<file path="config.mk">
export PLATFORM = sky130hd
export DESIGN_NAME = mux_rr_feeder_flat
export DESIGN_NICKNAME = d
export VERILOG_FILES = /design/src/rtl/mux_rr_feeder_pkg.sv /design/src/rtl/mux_rr_feeder_if.sv /design/src/rtl/mux_rr_feeder_pick.sv /design/src/rtl/mux_rr_feeder.sv /design/src/flat_wrapper.sv
export SDC_FILE = /design/constraint.sdc
export NUM_CORES = 1
export LEC_CHECK = 0
export CAP_MARGIN = 20
export CORE_ASPECT_RATIO = 0.9
export CORE_UTILIZATION = 45
export CTS_CLUSTER_DIAMETER = 80
export CTS_CLUSTER_SIZE = 20
export DETAILED_ROUTE_END_ITERATION = 7
export PLACE_DENSITY = 0.88
export RECOVER_POWER = 100
export SLEW_MARGIN = 20
export SYNTH_ARGS = -nofsm -noshare
export SYNTH_HDL_FRONTEND = slang
export SYNTH_SLANG_ARGS = --single-unit
</file>
<file path="constraint.sdc">
create_clock -name clk -period 2.8 [get_ports clk]
set_input_delay 0.56 -clock clk [delete_from_list [all_inputs] [get_ports clk]]
set_output_delay 0.56 -clock clk [all_outputs]
set_load 0.02 [all_outputs]
</file>
<file path="src/rtl/mux_rr_feeder_pkg.sv">
// Shared types for the round-robin mux feeder.
// Requester count, FSM encoding and index type.
package mux_pkg;
  localparam int NUM_REQ = 4;

  typedef enum logic {
    IDLE,
    GRANT
  } feeder_state_t;

  typedef logic [1:0] req_idx_t;
endpackage

</file>
<file path="src/rtl/mux_rr_feeder_if.sv">
// Requester, mux and output-stage signals of the feeder.
// master = feeder side, slave = environment side.
interface mux_rr_feeder_if #(
  parameter int WIDTH     = 8,
  parameter int SEL_WIDTH = 2
);
  logic [3:0]           req_valid;
  logic [3:0]           req_ready;
  logic [SEL_WIDTH-1:0] mux_sel;
  logic [WIDTH-1:0]     mux_out;
  logic                 out_valid;
  logic                 out_ready;
  logic [WIDTH-1:0]     out_data;
  logic [SEL_WIDTH-1:0] out_src;

  modport master (
    input  req_valid,
    input  mux_out,
    input  out_ready,
    output req_ready,
    output mux_sel,
    output out_valid,
    output out_data,
    output out_src
  );

  modport slave (
    output req_valid,
    output mux_out,
    output out_ready,
    input  req_ready,
    input  mux_sel,
    input  out_valid,
    input  out_data,
    input  out_src
  );
endinterface

</file>
<file path="src/rtl/mux_rr_feeder_pick.sv">
// Combinational round-robin search: first set
// request at or above ptr, wrapping 3 to 0.
module rr_priority_pick
  import mux_pkg::*;
(
  input  logic [NUM_REQ-1:0] req,
  input  req_idx_t           ptr,
  output logic               any,
  output req_idx_t           idx
);

  // Scan farthest offset first so the nearest hit wins.
  always_comb begin
    any = |req;
    idx = ptr;
    for (int i = NUM_REQ - 1; i >= 0; i--) begin
      if (req[ptr + req_idx_t'(i)]) begin
        idx = ptr + req_idx_t'(i);
      end
    end
  end

endmodule

</file>
<file path="src/rtl/mux_rr_feeder.sv">
// Round-robin grant FSM driving a 4:1 mux select,
// with a single-entry registered valid/ready output.
module mux_rr_feeder
  import mux_pkg::*;
#(
  parameter int WIDTH     = 8,
  parameter int SEL_WIDTH = 2,
  parameter int MAX_BURST = 4
) (
  input  logic          clk,
  input  logic          rst_n,
  mux_rr_feeder_if.master bus,
  output logic          grant_active
);

  localparam int BW = $clog2(MAX_BURST + 1);

  feeder_state_t  state, state_n;
  req_idx_t       grant_idx, grant_n;
  req_idx_t       prio_ptr, prio_n;
  logic [BW-1:0]  burst_cnt, burst_n;

  logic           ov_q;
  logic [WIDTH-1:0] od_q;
  req_idx_t       os_q;

  logic           pick_any;
  req_idx_t       pick_idx;
  logic           gvalid;
  logic           xfer;

  rr_priority_pick u_pick (
    .req (bus.req_valid),
    .ptr (prio_ptr),
    .any (pick_any),
    .idx (pick_idx)
  );

  assign gvalid = bus.req_valid[grant_idx];
  assign xfer   = (state == GRANT) && gvalid
                  && (!ov_q || bus.out_ready);

  always_comb begin
    state_n = state;
    grant_n = grant_idx;
    prio_n  = prio_ptr;
    burst_n = burst_cnt;
    unique case (state)
      IDLE: begin
        if (pick_any) begin
          state_n = GRANT;
          grant_n = pick_idx;
          burst_n = '0;
        end
      end
      GRANT: begin
        if (!gvalid) begin
          state_n = IDLE;
          prio_n  = grant_idx + 2'd1;
        end else if (xfer) begin
          burst_n = burst_cnt + BW'(1);
          if (burst_cnt == BW'(MAX_BURST - 1)) begin
            state_n = IDLE;
            prio_n  = grant_idx + 2'd1;
          end
        end
      end
      default: state_n = IDLE;
    endcase
  end

  always_ff @(posedge clk or negedge rst_n) begin
    if (!rst_n) begin
      state     <= IDLE;
      grant_idx <= '0;
      prio_ptr  <= '0;
      burst_cnt <= '0;
    end else begin
      state     <= state_n;
      grant_idx <= grant_n;
      prio_ptr  <= prio_n;
      burst_cnt <= burst_n;
    end
  end

  // Load and drain in one cycle keep the stage full.
  always_ff @(posedge clk or negedge rst_n) begin
    if (!rst_n) begin
      ov_q <= 1'b0;
      od_q <= '0;
      os_q <= '0;
    end else if (xfer) begin
      ov_q <= 1'b1;
      od_q <= bus.mux_out;
      os_q <= grant_idx;
    end else if (ov_q && bus.out_ready) begin
      ov_q <= 1'b0;
    end
  end

  assign bus.req_ready = xfer ? (4'b0001 << grant_idx) : 4'b0000;
  assign bus.mux_sel   = SEL_WIDTH'(grant_idx);
  assign bus.out_valid = ov_q;
  assign bus.out_data  = od_q;
  assign bus.out_src   = SEL_WIDTH'(os_q);
  assign grant_active  = (state == GRANT);

endmodule

</file>
<file path="src/flat_wrapper.sv">
// flat-port wrapper written by rule: the top's interface ports become plain ports
module mux_rr_feeder_flat import mux_pkg::*;
#(
  parameter int WIDTH     = 8,
  parameter int SEL_WIDTH = 2,
  parameter int MAX_BURST = 4
)
  (clk, rst_n, grant_active, bus_req_valid, bus_mux_out, bus_out_ready, bus_req_ready, bus_mux_sel, bus_out_valid, bus_out_data, bus_out_src);
  mux_rr_feeder_if #(.WIDTH(WIDTH), .SEL_WIDTH(SEL_WIDTH)) bus_i ();
  input  logic clk;
  input  logic rst_n;
  output logic grant_active;
  input wire logic [$bits(bus_i.req_valid)-1:0] bus_req_valid;
  input wire logic [$bits(bus_i.mux_out)-1:0] bus_mux_out;
  input wire logic [$bits(bus_i.out_ready)-1:0] bus_out_ready;
  output wire logic [$bits(bus_i.req_ready)-1:0] bus_req_ready;
  output wire logic [$bits(bus_i.mux_sel)-1:0] bus_mux_sel;
  output wire logic [$bits(bus_i.out_valid)-1:0] bus_out_valid;
  output wire logic [$bits(bus_i.out_data)-1:0] bus_out_data;
  output wire logic [$bits(bus_i.out_src)-1:0] bus_out_src;
  assign bus_i.req_valid = bus_req_valid;
  assign bus_i.mux_out = bus_mux_out;
  assign bus_i.out_ready = bus_out_ready;
  assign bus_req_ready = bus_i.req_ready;
  assign bus_mux_sel = bus_i.mux_sel;
  assign bus_out_valid = bus_i.out_valid;
  assign bus_out_data = bus_i.out_data;
  assign bus_out_src = bus_i.out_src;
  mux_rr_feeder #(.WIDTH(WIDTH), .SEL_WIDTH(SEL_WIDTH), .MAX_BURST(MAX_BURST)) u_core (.clk(clk), .rst_n(rst_n), .bus(bus_i), .grant_active(grant_active));
endmodule
</file>
==> results of run 1 <==
## cells by family (layout without fill, tap and decap cells)
| group | Yosys count | in the layout | share of synthesized area, % |
|---|---|---|---|
| muxes | 16 | 16 | 19.4 |
| adders and majority gates | 6 | 6 | 7.32 |
| and+or+nand+nor | 35 | 35 | 17.3 |
| AOI/OAI and AO/OA | 9 | 9 | 6.22 |
| DFF | 19 | 19 | 46.3 |
| buffers and inverters | 7 | 49 | 3.41 |
## flip-flops by register name (all words and copies together), names as in the netlist
signal,flops
u_core.grant_active,1
u_core.bus.out_valid,1
u_core.burst_cnt,3
u_core.prio_ptr,2
u_core.bus.out_src,2
u_core.bus.out_data,8
u_core.bus.mux_sel,2
## where the power goes
group	switching [uW]	internal [uW]	leakage, uW	total [uW]
clock	82.2	53.2	0.0000177	135
combinational	436	403	0.000410	838
sequential	122	408	0.000227	530
## path summary, 6_finish.rpt
kind                                                       to  slack, ns  depth (start not counted)
setup / recovery                             bus_req_ready[3]       0.05                          5
hold / removal             u_core.bus.out_data[7]$_DFFE_PN0P_       0.49                          1
setup reg to reg           u_core.bus.out_data[4]$_DFFE_PN0P_       0.50                          6
hold reg to reg            u_core.bus.out_data[7]$_DFFE_PN0P_       0.49                          1
max in group asynchronous     u_core.burst_cnt[0]$_DFFE_PN0P_       1.48                          1
min in group asynchronous   u_core.bus.out_src[1]$_DFFE_PN0P_       0.80                          1
## per-layer routing
| layer | up-vias | wire [microns] |
|---|---|---|
| li1 | 414 | - |
| met1 | 384 | 998 |
| met2 | 28 | 1110 |
| met3 | 5 | 134 |
| met4 | 0 | 28 |
| met5 | - | 0 |
## cell usage in the layout (no fill, tap or decap), types with 3 or more instances in the layout
cell / count
o21ai_0: 4
buf_4: 5
mux2i_1: 6
clkbuf_1: 5
mux2_2: 3
nor2_1: 4
inv_1: 4
ha_1: 6
and3_1: 4
dlygate4sd3_1: 16
nand3_1: 7
clkdlybuf4s50_1: 13
nor2b_1: 3
nand2_1: 10
dfrtp_1: 19
nand2b_1: 3
clkbuf_4: 4
mux2_1: 7
## area by class of cell
cell class,count,area share (%)
Inverter,4,1.07
Tap cell,27,2.41
Timing Repair Buffer,41,25.9
Sequential cell,19,33.9
Clock buffer,3,1.61
Clock inverter,1,0.357
Multi-Input combinational cell,66,34.7
## what timing repair did
item                                    in CTS  in global routing
endpoints found under the setup margin       4                  2
gates resized for setup                      1                  2
pin swaps                                    1                  0
buffers inserted                             1                  0
## critical path: cells and delay by family
| family | cells | cell delay [ns] |
|---|---|---|
| simple gates | 1 | 0.18 |
| buf+inv | 2 | 1.07 |
| compound gates | 1 | 0.24 |
| mux | 1 | 0.13 |
## through the flow
step	cells	hold WS, ns
global route	161	0.520
detailed placement	156	0.485
floorplan	92	0.264
finish	161	0.495
CTS	161	0.497
global placement	156	0.467
==> results.py, run 1 <==
metrics = {
    "finish": {
        "n_antenna_cell": 0,
        "finish.utilization_pct": 64.8,
        "multi_input_area_sq_um": 487,
        "drive_above_1_share_pct": 11.2,
        "regArea_sq_um": 475,
        "stdcell_area_sq_um": 1400,
        "fill_cells": 176,
        "final_nets": 156,
        "syn2layout_area_growth_pct": 36.6,
    },
    "synthesis": {
        "yosysTopAreaCellShare_pct": 46.3,
        "ys.flop_type": "dfrtp_1",
        "synth_warnings": 0,
        "seq_area_frac_synth_pct": 46.3,
        "async_flop_share_pct": 100,
        "synth.cell_area_sq_um": 1030,
        "synthTopCellsByCount": "dfrtp_1 (19), nand2_1 (9), mux2_4 (7), nand3_1 (7)",
        "synth_nets": 113,
        "syn_area_per_cell_sq_um": 11.2,
        "postSynthRegisterBits": 19,
        "synth.distinct_cells": 26,
        "synth_edf_count": 0,
        "yosysTopAreaCell": "dfrtp_1",
        "syn-instance-count": 92,
        "yosys-top-cells-area": "dfrtp_1 (46%), mux2_4 (10%), ha_1 (7.3%)",
        "synthMostInstantiatedCell": "dfrtp_1",
    },
    "floorplan": {
        "core-area_sq_um": 2160,
        "initial_utilization_pct": 47.5,
        "std_cell_rows": 16,
        "die_area_sq_um": 2480,
        "ios": 33,
        "die_height_microns": 47.3,
        "die_x_microns": 52.3,
    },
    "setup_path": {
        "cp_max_fo": 4,
        "critPathSlowestCell": "clkdlybuf4s50_1",
        "timing.rr.start": "u_core.bus.mux_sel[1]$_DFFE_PN0P_",
        "crit_path_cell_trace": "clkdlybuf4s50_1, mux2i_1, o22ai_2, and3_1, clkdlybuf4s50_1",
        "cpPeakStageDelay_ns": 0.60,
        "crit_start": "bus_req_valid[2]",
        "crit_arrival_ns": 2.19,
        "cp-end-kind": "output port",
        "cp_common_cell": "clkdlybuf4s50_1",
        "required_ns": 2.24,
        "crit_type": "primary input to output port",
        "startpoint_type": "primary input",
    },
    "timing": {
        "setup_viol": 0,
        "finalHoldViolations": 0,
        "finClkSkew_ns": 0.00656,
        "period_minus_slack_ns": 2.75,
        "fin_setup_tns_ns": 0,
        "finalWorstSetupSlack_ns": 0.0548,
        "rsz0062_at_grt": "false",
        "slew_headroom_pct": 43.4,
        "finalCritPeriodShare_pct": 98.0,
        "worst_slew_pin_slew_ns": 0.846,
        "maxSlewViolCount": 0,
        "fmax_mhz": 364,
    },
    "min_path": {
        "hp-class": "register to register",
        "hp-start": "u_core.bus.out_data[7]$_DFFE_PN0P_",
    },
    "routing": {
        "vias": 831,
        "dr.pass1.iters": 4,
        "drc_errors": 0,
        "avgRoutedWirePerCell_microns": 14.1,
        "drtAntennaViolNets": 0,
        "vias_per_cell": 5.16,
        "routed_wl_mm": 2.27,
        "drtIter0Drc": 10,
    },
    "clocking": {
        "cts_tree": "done",
        "path_clk_slew_ns": 0.10,
        "clock_latency_ns": 0.30,
        "htreeDepth": 1,
        "numCtsBuffers": 3,
        "root_buffer": "clkbuf_4",
        "ctsHoldBuffers": 0,
        "clk_path_buf_depth": 2,
        "clock_sinks": 19,
    },
    "run_status": {
        "outcome": "finished, final reports clean",
    },
    "grt": {
        "grt.total_usage_pct": 21.0,
        "grt_max_degree": 20,
        "met3_usage_pct": 4.21,
        "grt_remaining_overflow": 0,
        "antenna_found_initial": 0,
        "top_usage_layer": "met2",
        "grt_use_met1_pct": 25.7,
        "grt_pass1_wl_mm": 3.69,
        "grt_pass1_vias": 813,
        "grtUsageMet2_pct": 38.7,
    },
    "power_and_ir_drop": {
        "p_leak_uw": 0.000655,
        "peakVddDrop_mv": 0.590,
        "p_total_uw": 1500,
        "power_density_nw_per_um2": 1070,
    },
    "job": {
        "maxCapViolCount": 0,
    },
    "placement": {
        "gp_congestion": 0.774,
        "post_dp_cell_area_sq_um": 1420,
        "post-place-ws_ns": -0.0478,
        "hpwl_mm": 1.76,
        "port-buffer-count": 32,
    },
}
Power figures use the tool's default switching activity.
==> run 2: changes to the inputs <==
Settings changed: REMOVE_ABC_BUFFERS set to 1.
==> run 2 against run 1 <==
Compared with the run above: sequential share of layout area up 0.15 points; clock power up 4%; register-to-register slack better by 0.05 ns; clock-buffer cell count unchanged; routed wire length up 1.9%; flip-flop and latch count unchanged; power down 0.19%; non-clock buffer count unchanged; hold slack better by 0.0015 ns; fmax up 2.2%; sequential power up 0.8%; via count up 3.5%.
==> results.py, run 2 (synthesis gave the netlist of run 1 again) <==
metrics = {
    "routing": {
        "avgRoutedWirePerCell_microns": 14.4,
        "routed_wl_mm": 2.31,
        "vias_per_cell": 5.34,
        "dr.pass1.iters": 6,
        "drtAntennaViolNets": 0,
        "drc_errors": 0,
        "vias": 860,
        "drtIter0Drc": 25,
    },
    "setup_path": {
        "cpPeakStageDelay_ns": 0.49,
        "cp-end-kind": "output port",
        "critPathTopFamily": "buffers and inverters",
        "critPathBufInv": 3,
        "crit_path_cell_trace": "clkdlybuf4s50_1, mux2i_1, o22ai_1, clkbuf_4, and3_1, dlygate4sd2_1",
        "required_ns": 2.24,
        "startpoint_type": "primary input",
        "critPathSlowestCell": "clkdlybuf4s50_1",
        "crit_type": "primary input to output port",
        "crit_arrival_ns": 2.13,
        "cp_max_fo": 3,
    },
    "timing": {
        "fmax_mhz": 372,
        "finalWorstSetupSlack_ns": 0.114,
        "period_minus_slack_ns": 2.69,
        "setup_viol": 0,
        "finClkSkew_ns": 0.00223,
        "fin_hold_ws_ns": 0.496,
        "slew_headroom_pct": 42.7,
        "rsz0062_at_grt": "false",
        "finalCritPeriodShare_pct": 95.9,
        "maxSlewViolCount": 0,
        "finalHoldViolations": 0,
        "worst_slew_pin_slew_ns": 0.857,
    },
    "finish": {
        "mostFrequentLayoutCells": "dfrtp_1 (19), dlygate4sd3_1 (16), clkdlybuf4s50_1 (12), nand2_1 (10)",
        "largest_register_ffs": 8,
        "stdcell_area_sq_um": 1400,
        "syn2layout_area_growth_pct": 36.0,
        "n_antenna_cell": 0,
        "drive_above_1_share_pct": 9.70,
        "final_nets": 156,
        "finish.utilization_pct": 64.5,
        "final_common_cell": "dfrtp_1",
    },
    "clocking": {
        "numCtsBuffers": 3,
        "root_buffer": "clkbuf_4",
        "clk_path_buf_depth": 2,
        "htreeDepth": 1,
        "path_clk_slew_ns": 0.11,
        "cts_tree": "done",
        "ctsHoldBuffers": 0,
        "clock_sinks": 19,
        "clock_latency_ns": 0.29,
    },
    "grt": {
        "grt_pass1_wl_mm": 3.47,
        "grt.total_usage_pct": 19.2,
        "antenna_found_initial": 0,
        "grt_pass1_vias": 783,
        "grt_max_degree": 20,
        "grt_remaining_overflow": 0,
    },
    "min_path": {
        "hp-class": "register to register",
    },
    "power_and_ir_drop": {
        "p_leak_uw": 0.000661,
        "power_density_nw_per_um2": 1080,
        "peakVddDrop_mv": 0.579,
    },
    "floorplan": {
        "core-area_sq_um": 2160,
        "die_x_microns": 52.3,
        "initial_utilization_pct": 47.5,
        "die_area_sq_um": 2480,
        "std_cell_rows": 16,
        "ios": 33,
        "die_height_microns": 47.3,
    },
    "job": {
        "maxCapViolCount": 0,
    },
    "run_status": {
        "outcome": "finished, final reports clean",
    },
    "placement": {
        "post_dp_cell_area_sq_um": 1410,
        "hpwl_mm": 1.73,
        "post-place-ws_ns": -0.0214,
        "port-buffer-count": 32,
        "gp_congestion": 0.820,
    },
}
## run 2: cell count changes in the layout (fill, tap and decap cells not counted), sizes merged
| cell | change |
|---|---|
| dlygate4sd2 | +2 |
| buf | -1 |
| clkdlybuf4s50 | -1 |
## run 2: power by group
group / internal (uW) / switching (uW)
Combinational: 395 / 430
Sequential: 408 / 127
Clock: 53.1 / 87.6
Total: 856 / 645
## run 2: area by class of cell
type	instances	area, sq um
fillers	173	767
multi-input cells	66	480
flip-flops and latches	19	475
repair buffers	41	363
well taps	27	33.8
clock buffers	3	22.5
inverters	4	15.0
clock inverters	1	5.00
## run 2: what timing repair did
action                     CTS  global route
hold endpoints to repair     0             0
resized for setup            3             1
buffers inserted             0             2
pin swaps                    0             1
setup endpoints to repair    3             1
## run 2: metrics by stage
| step | setup TNS [ns] | instances | total power, uW |
|---|---|---|---|
| 2_1_floorplan | 0 | 89 | 1090 |
| 3_3_place_gp | 0 | 155 | 1440 |
| 3_5_place_dp | -0.0407 | 155 | 1480 |
| 4_1_cts | 0 | 159 | 1620 |
| 5_1_grt | 0 | 161 | 1610 |
| 6_report | 0 | 161 | 1500 |
## run 2: path summary, 6_finish.rpt
path                                                   startpoint                                 end  slack (ns)  cells after the start
worst max-delay path                             bus_req_valid[0]                    bus_req_ready[3]        0.11                      6
worst min-delay path              u_core.burst_cnt[0]$_DFFE_PN0P_     u_core.burst_cnt[0]$_DFFE_PN0P_        0.50                      1
worst max register to register  u_core.bus.mux_sel[1]$_DFFE_PN0P_  u_core.bus.out_data[5]$_DFFE_PN0P_        0.55                      6
worst min register to register    u_core.burst_cnt[0]$_DFFE_PN0P_     u_core.burst_cnt[0]$_DFFE_PN0P_        0.50                      1
max in group asynchronous                                   rst_n   u_core.bus.out_src[1]$_DFFE_PN0P_        1.47                      1
min in group asynchronous                                   rst_n  u_core.bus.out_data[3]$_DFFE_PN0P_        0.81                      1
## run 2: per-layer routing
metal	routed length (microns)	up-vias	share of wire [%]	GRT usage, %
met5	0	-	0	0
met4	55	0	2.4	6.84
met3	60	5	2.6	2.91
met2	1230	24	53	34.9
met1	970	421	42	23.5
li1	-	410	-	-
## run 2: worst reg2reg max path, stage by stage (launching register included)
cell      delay, ns
dfrtp_1        0.53
mux2i_1        0.37
o22ai_1        0.17
clkbuf_4       0.16
clkbuf_1       0.11
nand2_1        0.41
mux2_2         0.40
